==> config.mk <==
export PLATFORM = sky130hd
export DESIGN_NAME = seq_divider_flat
export DESIGN_NICKNAME = d
export VERILOG_FILES = /design/src/rtl/seq_divider_if.sv /design/src/rtl/seq_divider.sv /design/src/flat_wrapper.sv
export SDC_FILE = /design/constraint.sdc
export NUM_CORES = 1
export LEC_CHECK = 0
export ABC_AREA = 1
export CORE_ASPECT_RATIO = 0.5
export CORE_MARGIN = 1.5
export CORE_UTILIZATION = 56
export DETAILED_ROUTE_END_ITERATION = 8
export PLACE_DENSITY = 0.81
export SYNTH_ARGS = -nofsm -noshare
export SYNTH_HDL_FRONTEND = slang
export SYNTH_SLANG_ARGS = --single-unit
==> constraint.sdc <==
create_clock -name clk -period 2.5 [get_ports clk]
set_input_delay 0.5 -clock clk [delete_from_list [all_inputs] [get_ports clk]]
set_output_delay 0.5 -clock clk [all_outputs]
set_load 0.02 [all_outputs]
==> src/rtl/seq_divider_if.sv <==
// Start/done handshake and operand/result bundle between the pipeline and
// the sequential divider coprocessor.
interface seq_divider_if #(
    parameter int WIDTH = 16
);
    logic             start;
    logic [WIDTH-1:0] dividend;
    logic [WIDTH-1:0] divisor;
    logic             busy;
    logic             done;
    logic [WIDTH-1:0] quotient;
    logic [WIDTH-1:0] remainder;
    logic             div_by_zero;

    modport master (
        output start, dividend, divisor,
        input  busy, done, quotient, remainder, div_by_zero
    );

    modport slave (
        input  start, dividend, divisor,
        output busy, done, quotient, remainder, div_by_zero
    );
endinterface

==> src/rtl/seq_divider.sv <==
// Multi-cycle unsigned restoring divider: one shift-and-subtract step per clock,
// started by a start pulse and reporting results with a one-cycle done pulse.
module seq_divider #(
    parameter int WIDTH = 16
) (
    input  logic          clk,
    input  logic          rst_n,
    seq_divider_if.slave  bus
);
    localparam int CNT_W = $clog2(WIDTH) + 1;

    typedef enum logic [1:0] {
        S_IDLE,
        S_RUN,
        S_DONE
    } state_t;

    state_t           r_state;
    state_t           w_state_nxt;

    logic [WIDTH-1:0] r_rem;
    logic [WIDTH-1:0] r_q;
    logic [WIDTH-1:0] r_divisor;
    logic [CNT_W-1:0] r_cnt;

    logic [WIDTH-1:0] r_quotient;
    logic [WIDTH-1:0] r_remainder;
    logic             r_dbz;

    logic             w_busy;
    logic             w_done;
    logic             w_last;
    logic             w_fits;
    logic [WIDTH:0]   w_rem_shift;
    logic [WIDTH:0]   w_trial;
    logic [WIDTH-1:0] w_rem_next;
    logic [WIDTH-1:0] w_q_next;

    // The partial remainder is always below the divisor, so WIDTH bits hold it;
    // the extra bit exists only in the shifted/trial values.
    assign w_rem_shift = {r_rem, r_q[WIDTH-1]};
    assign w_trial     = w_rem_shift - {1'b0, r_divisor};
    assign w_fits      = ~w_trial[WIDTH];
    assign w_rem_next  = w_fits ? w_trial[WIDTH-1:0] : w_rem_shift[WIDTH-1:0];
    assign w_q_next    = {r_q[WIDTH-2:0], w_fits};
    assign w_last      = (r_cnt == CNT_W'(WIDTH - 1));

    // NOTE: every signal written here gets a default first, so no path leaves
    // one unassigned and no latch is inferred.
    always_comb begin
        w_state_nxt = r_state;
        w_busy      = 1'b1;
        w_done      = 1'b0;
        unique case (r_state)
            S_IDLE: begin
                w_busy = 1'b0;
                if (bus.start) begin
                    w_state_nxt = (bus.divisor == '0) ? S_DONE : S_RUN;
                end
            end
            S_RUN: begin
                if (w_last) begin
                    w_state_nxt = S_DONE;
                end
            end
            S_DONE: begin
                w_done      = 1'b1;
                w_state_nxt = S_IDLE;
            end
            default: begin
                w_state_nxt = S_IDLE;
            end
        endcase
    end

    // NOTE: sequential state uses non-blocking assignments so every register
    // samples pre-edge values regardless of statement order.
    always_ff @(posedge clk or negedge rst_n) begin
        if (!rst_n) begin
            r_state <= S_IDLE;
        end else begin
            r_state <= w_state_nxt;
        end
    end

    always_ff @(posedge clk or negedge rst_n) begin
        if (!rst_n) begin
            r_rem       <= '0;
            r_q         <= '0;
            r_divisor   <= '0;
            r_cnt       <= '0;
            r_quotient  <= '0;
            r_remainder <= '0;
            r_dbz       <= 1'b0;
        end else begin
            unique case (r_state)
                S_IDLE: begin
                    if (bus.start && (bus.divisor == '0)) begin
                        r_quotient  <= '1;
                        r_remainder <= bus.dividend;
                        r_dbz       <= 1'b1;
                    end else if (bus.start) begin
                        r_rem     <= '0;
                        r_q       <= bus.dividend;
                        r_divisor <= bus.divisor;
                        r_cnt     <= '0;
                        r_dbz     <= 1'b0;
                    end
                end
                S_RUN: begin
                    r_rem <= w_rem_next;
                    r_q   <= w_q_next;
                    r_cnt <= r_cnt + CNT_W'(1);
                    // Visible results move only on the edge that enters DONE.
                    if (w_last) begin
                        r_quotient  <= w_q_next;
                        r_remainder <= w_rem_next;
                    end
                end
                default: begin
                end
            endcase
        end
    end

    assign bus.busy        = w_busy;
    assign bus.done        = w_done;
    assign bus.quotient    = r_quotient;
    assign bus.remainder   = r_remainder;
    assign bus.div_by_zero = r_dbz;
endmodule

==> src/flat_wrapper.sv <==
// flat-port wrapper written by rule: the top's interface ports become plain ports
module seq_divider_flat 
#(
    parameter int WIDTH = 16
)
  (clk, rst_n, bus_start, bus_dividend, bus_divisor, bus_busy, bus_done, bus_quotient, bus_remainder, bus_div_by_zero);
  seq_divider_if #(.WIDTH(WIDTH)) bus_i ();
  input  logic clk;
  input  logic rst_n;
  input wire logic [$bits(bus_i.start)-1:0] bus_start;
  input wire logic [$bits(bus_i.dividend)-1:0] bus_dividend;
  input wire logic [$bits(bus_i.divisor)-1:0] bus_divisor;
  output wire logic [$bits(bus_i.busy)-1:0] bus_busy;
  output wire logic [$bits(bus_i.done)-1:0] bus_done;
  output wire logic [$bits(bus_i.quotient)-1:0] bus_quotient;
  output wire logic [$bits(bus_i.remainder)-1:0] bus_remainder;
  output wire logic [$bits(bus_i.div_by_zero)-1:0] bus_div_by_zero;
  assign bus_i.start = bus_start;
  assign bus_i.dividend = bus_dividend;
  assign bus_i.divisor = bus_divisor;
  assign bus_busy = bus_i.busy;
  assign bus_done = bus_i.done;
  assign bus_quotient = bus_i.quotient;
  assign bus_remainder = bus_i.remainder;
  assign bus_div_by_zero = bus_i.div_by_zero;
  seq_divider #(.WIDTH(WIDTH)) u_core (.clk(clk), .rst_n(rst_n), .bus(bus_i));
endmodule
==> metrics.md <==
| Metric | Value |
|---|---|
| Tcrit/Tclk final | a little over 90% |
| Critical-path top delay cell | dfrtp_1 |
| Worst-Margin Slew | around 0.64 ns |
| Part of the power in registers | 25.2% |
| Pin count of the biggest net entering global routing | 69 |
| Worst setup EP type | flip-flop |
| Worst Path Arrival | around 2.5 ns |
| Clk sinks | a little under 90 |
| Row cnt | 24 |
| Fraction of layout cells with a size suffix above 1 | between 10% and 20% |
| First-pass GRT wire length | roughly 21,000 um |
| Worst path bufs/invs | 4 |
| CP delay by family, top | simple AND/OR/NAND/NOR gates |
| Clock Latency Late Sink | about 0.35 ns |
| Outcome | complete, no violations |
| Post-synthesis instance area | between 5000 and 6000 sq um |
| DRC | 0 |
| Crit path depth | 17 |
| Register area | 2200 sq um |
| Count of final hold-check violations | 0 |
| Filler Cell Count | 740 |
| GR Overflow Total | 0 |
| Asr flop ratio synth | 100% |
| Total wire length | between 10,000 and 15,000 um |
| Die area | between 10,000 and 15,000 sq um |
| Area delta synth->final | 21.4% |
| Max Cap Viol | 0 |
| Worst Setup Start Kind | flip-flop |
| Dpl hpwl | ~9500 um |
| Initial antenna violation count | 0 |
| Vias | about 4.7k |
| Register area share after synthesis | 41.9% |
| Die W | between 100 and 150 um |
| Post-synth EDFFs | 0 |
| Synthesized area per cell | approximately 7.7 sq um |
| Power Dens Cells | approximately 1500 nW/um^2 |
| Clock root cell | clkbuf_16 |
| Clock-pin transition on the worst setup and hold timing paths | 0.07 ns |
| Combinational power share | 60.8% |
| Yosys warnings | 0 |
| Vias in the first global route | ~4.2k |
| Post-synthesis cell count | ~680 |
| Setup-failing EPs final | 0 |
| Cts bufs inserted | 9 |
| Clock Path Buffers | 2 |
| All-Layer GR Usage | between 20% and 30% |
| Layout net count | roughly 810 |
| Post-DRT Antenna Nets | 0 |
| Top_reg_cell synth | dfrtp_1 |
| Ports | 70 |
| Leak pwr | between 3 and 4 nW |
| Switching share of total power | between 40% and 50% |
| RSZ-0062 raised after global routing | no |
| Synth unique cells | 34 |
| Ant diodes | 0 |
| Area after DPL | ~6000 sq um |
| Peak Freq | about 440 MHz |
| Yosys reg bits | 88 |
| Router iterations before antenna repair | 5 |
| Worst path required time | 2.75 ns |
| Buffers on Ports | just under 70 |
| Critical path, cell by cell | inv_1, ha_1, inv_1, fa_2, nand2_1, nand2_1, nand3_2, nand2_2, nand2_4, nand2_4, nand2_2, nand2_4, buf_4, nand3_2, nand3_2, nand2_1, inv_1 |
| TritonCTS clock tree | yes |
| Final Skew | around 0.007 ns |
| GPL Wtd Cong | about 0.88 |
| Core area | between 8000 and 9000 sq um |
| Worst Reg-to-Reg Cells | 17 |
| Worst hold path class | primary input to async pin |
| Slew headroom | a little under three fifths |
| Die Y | about 72 um |
| Minimum clock period | 2.27 ns |
| Crit path largest cell delay | roughly 0.4 ns |
| Setup Crit Path Kind | flip-flop to flip-flop |
| Initial core utilization | between 50% and 60% |
| Final instance area | about 6400 sq um |
| Crit Path Max Fanout | 5 |
| Clk pwr share | ~14% |
| Hold buffers post-CTS | 0 |
| Worst vdd ir | 0.777 mV |
| Slew Viols, Final | 0 |
| Switching pwr | between 0.004 and 0.005 W |
| Detailed Route Iter0 Violations | 520 |
| Post-Route Setup TNS | 0 ns |
| Multi-input gate area | around 2500 sq um |
| Post-DR vias/cell | roughly 5.4 |
| CTS H-tree lvls | 3 |
| P_int | approximately 0.005 W |
| Syn Nets | approximately 740 |
| Per-cell routed wire length | ~16 um |
-- registers in the layout, indices dropped and copies added (netlist names) --
| register | count |
|---|---|
| u_core.r_cnt | 5 |
| u_core.r_q | 16 |
| u_core.bus.remainder | 16 |
| u_core.bus.quotient | 16 |
| u_core.bus.div_by_zero | 1 |
| u_core.r_divisor | 16 |
| u_core.r_state | 2 |
| u_core.r_rem | 16 |
-- synthesized netlist by cell type (7+ instances only) --
| cell | n | area [sq um] |
|---|---|---|
| nand3_2 | 24 | 240 |
| clkbuf_1 | 11 | 41.3 |
| nor2_1 | 44 | 165 |
| nand3_1 | 57 | 285 |
| nand2_1 | 177 | 664 |
| inv_1 | 101 | 379 |
| a21oi_1 | 26 | 130 |
| or2_2 | 10 | 62.6 |
| a31oi_1 | 16 | 100 |
| ha_1 | 18 | 225 |
| dfrtp_1 | 88 | 2200 |
| nand2_2 | 9 | 56.3 |
| xor2_1 | 8 | 70.1 |
| or2_1 | 7 | 43.8 |
| o21ai_0 | 47 | 235 |
-- layer usage --
metal  track usage, %  up-vias  routed length, um
li1                 -     2304                  -
met1             41.6     2220               6480
met2             41.7      168               5910
met3             5.55       24               1050
met4             6.78        0                206
met5                0        -                  0
-- what timing repair did --
| item | CTS | global route |
|---|---|---|
| buffers inserted | 0 | 1 |
| endpoints found under the setup margin | 0 | 14 |
| resized for setup | 0 | 5 |
-- metrics by stage --
stage / worst slack [ns] / hold WS, ns / total power, W / util (%) / cells
2_1_floorplan: 0.458 / 0.204 / 0.00652 / - / 683
3_3_place_gp: 0.134 / 0.401 / 0.00786 / 67.7 / 852
3_5_place_dp: 0.0941 / 0.401 / 0.00799 / 67.7 / 852
4_1_cts: 0.161 / 0.0268 / 0.00939 / 70.9 / 868
5_1_grt: 0.0552 / 0.0439 / 0.0104 / 71.6 / 873
6_report: 0.228 / 0.0218 / 0.00966 / 71.6 / 873
-- worst reg2reg max path: cells and delay by family (launching register included) --
kind	cells	cell delay (ns)
AND/OR/NAND/NOR	11	0.89
adder cells (fa/ha/maj)	2	0.51
flip-flops	1	0.40
buffers and inverters	4	0.35
-- layout by cell type, fill, tap and decap left out, types with 3 or more instances in the layout --
cell type        instances
a21oi_1                 25
a31oi_1                 16
and2_1                   3
buf_12                   4
buf_4                    6
clkbuf_16                9
clkdlybuf4s50_1         68
dfrtp_1                 88
ha_1                    18
inv_1                  101
nand2_1                177
nand2_2                 11
nand2_4                  7
nand3_1                 55
nand3_2                 26
nand4_1                  3
nor2_1                  44
nor2_4                   3
o21ai_0                 47
or2_1                    7
or2_2                   10
xor2_1                   8
-- power by group through the flow --
stage | logic (W) | clock network (W) | registers [W]
after floorplan | 0.00388 | 0 | 0.00264
after global placement | 0.00544 | 0 | 0.00242
after detailed placement | 0.00555 | 0 | 0.00244
after CTS | 0.00562 | 0.00136 | 0.00242
after global routing | 0.00647 | 0.00140 | 0.00249
final | 0.00588 | 0.00135 | 0.00243
-- cell families (layout without fill, tap and decap cells) --
kind of cell	after synthesis	in the layout	synth area share (%)
AND/OR/NAND/NOR	344	348	31.6
adder cells (fa/ha/maj)	19	19	4.66
flip-flops	88	88	41.9
XOR/XNOR	8	8	1.33
AO/OA/AOI/OAI	95	95	9.87
buffers and inverters	129	198	10.7
-- area by class of cell --
cell class                 instances  share of cell area (%)
clock inverter                     6                   0.823
tap                              117                    2.29
clock buffer                      10                    3.74
timing repair buffer              78                    12.6
sequential                        88                    34.5
inverter                         104                    6.12
multi-input combinational        470                    39.9
-- final timing paths --
kind / startpoint / to / slack (ns)
setup / recovery: u_core.r_q[15] / u_core.bus.remainder[15] / 0.23
hold / removal: rst_n / u_core.r_q[11] / 0.02
setup reg to reg: u_core.r_q[15] / u_core.bus.remainder[15] / 0.23
hold reg to reg: u_core.r_divisor[0] / u_core.r_divisor[0] / 0.52
max in group asynchronous: rst_n / u_core.r_divisor[8] / 1.82
min in group clk: u_core.r_divisor[0] / u_core.r_divisor[0] / 0.52
Power figures use the tool's default switching activity.
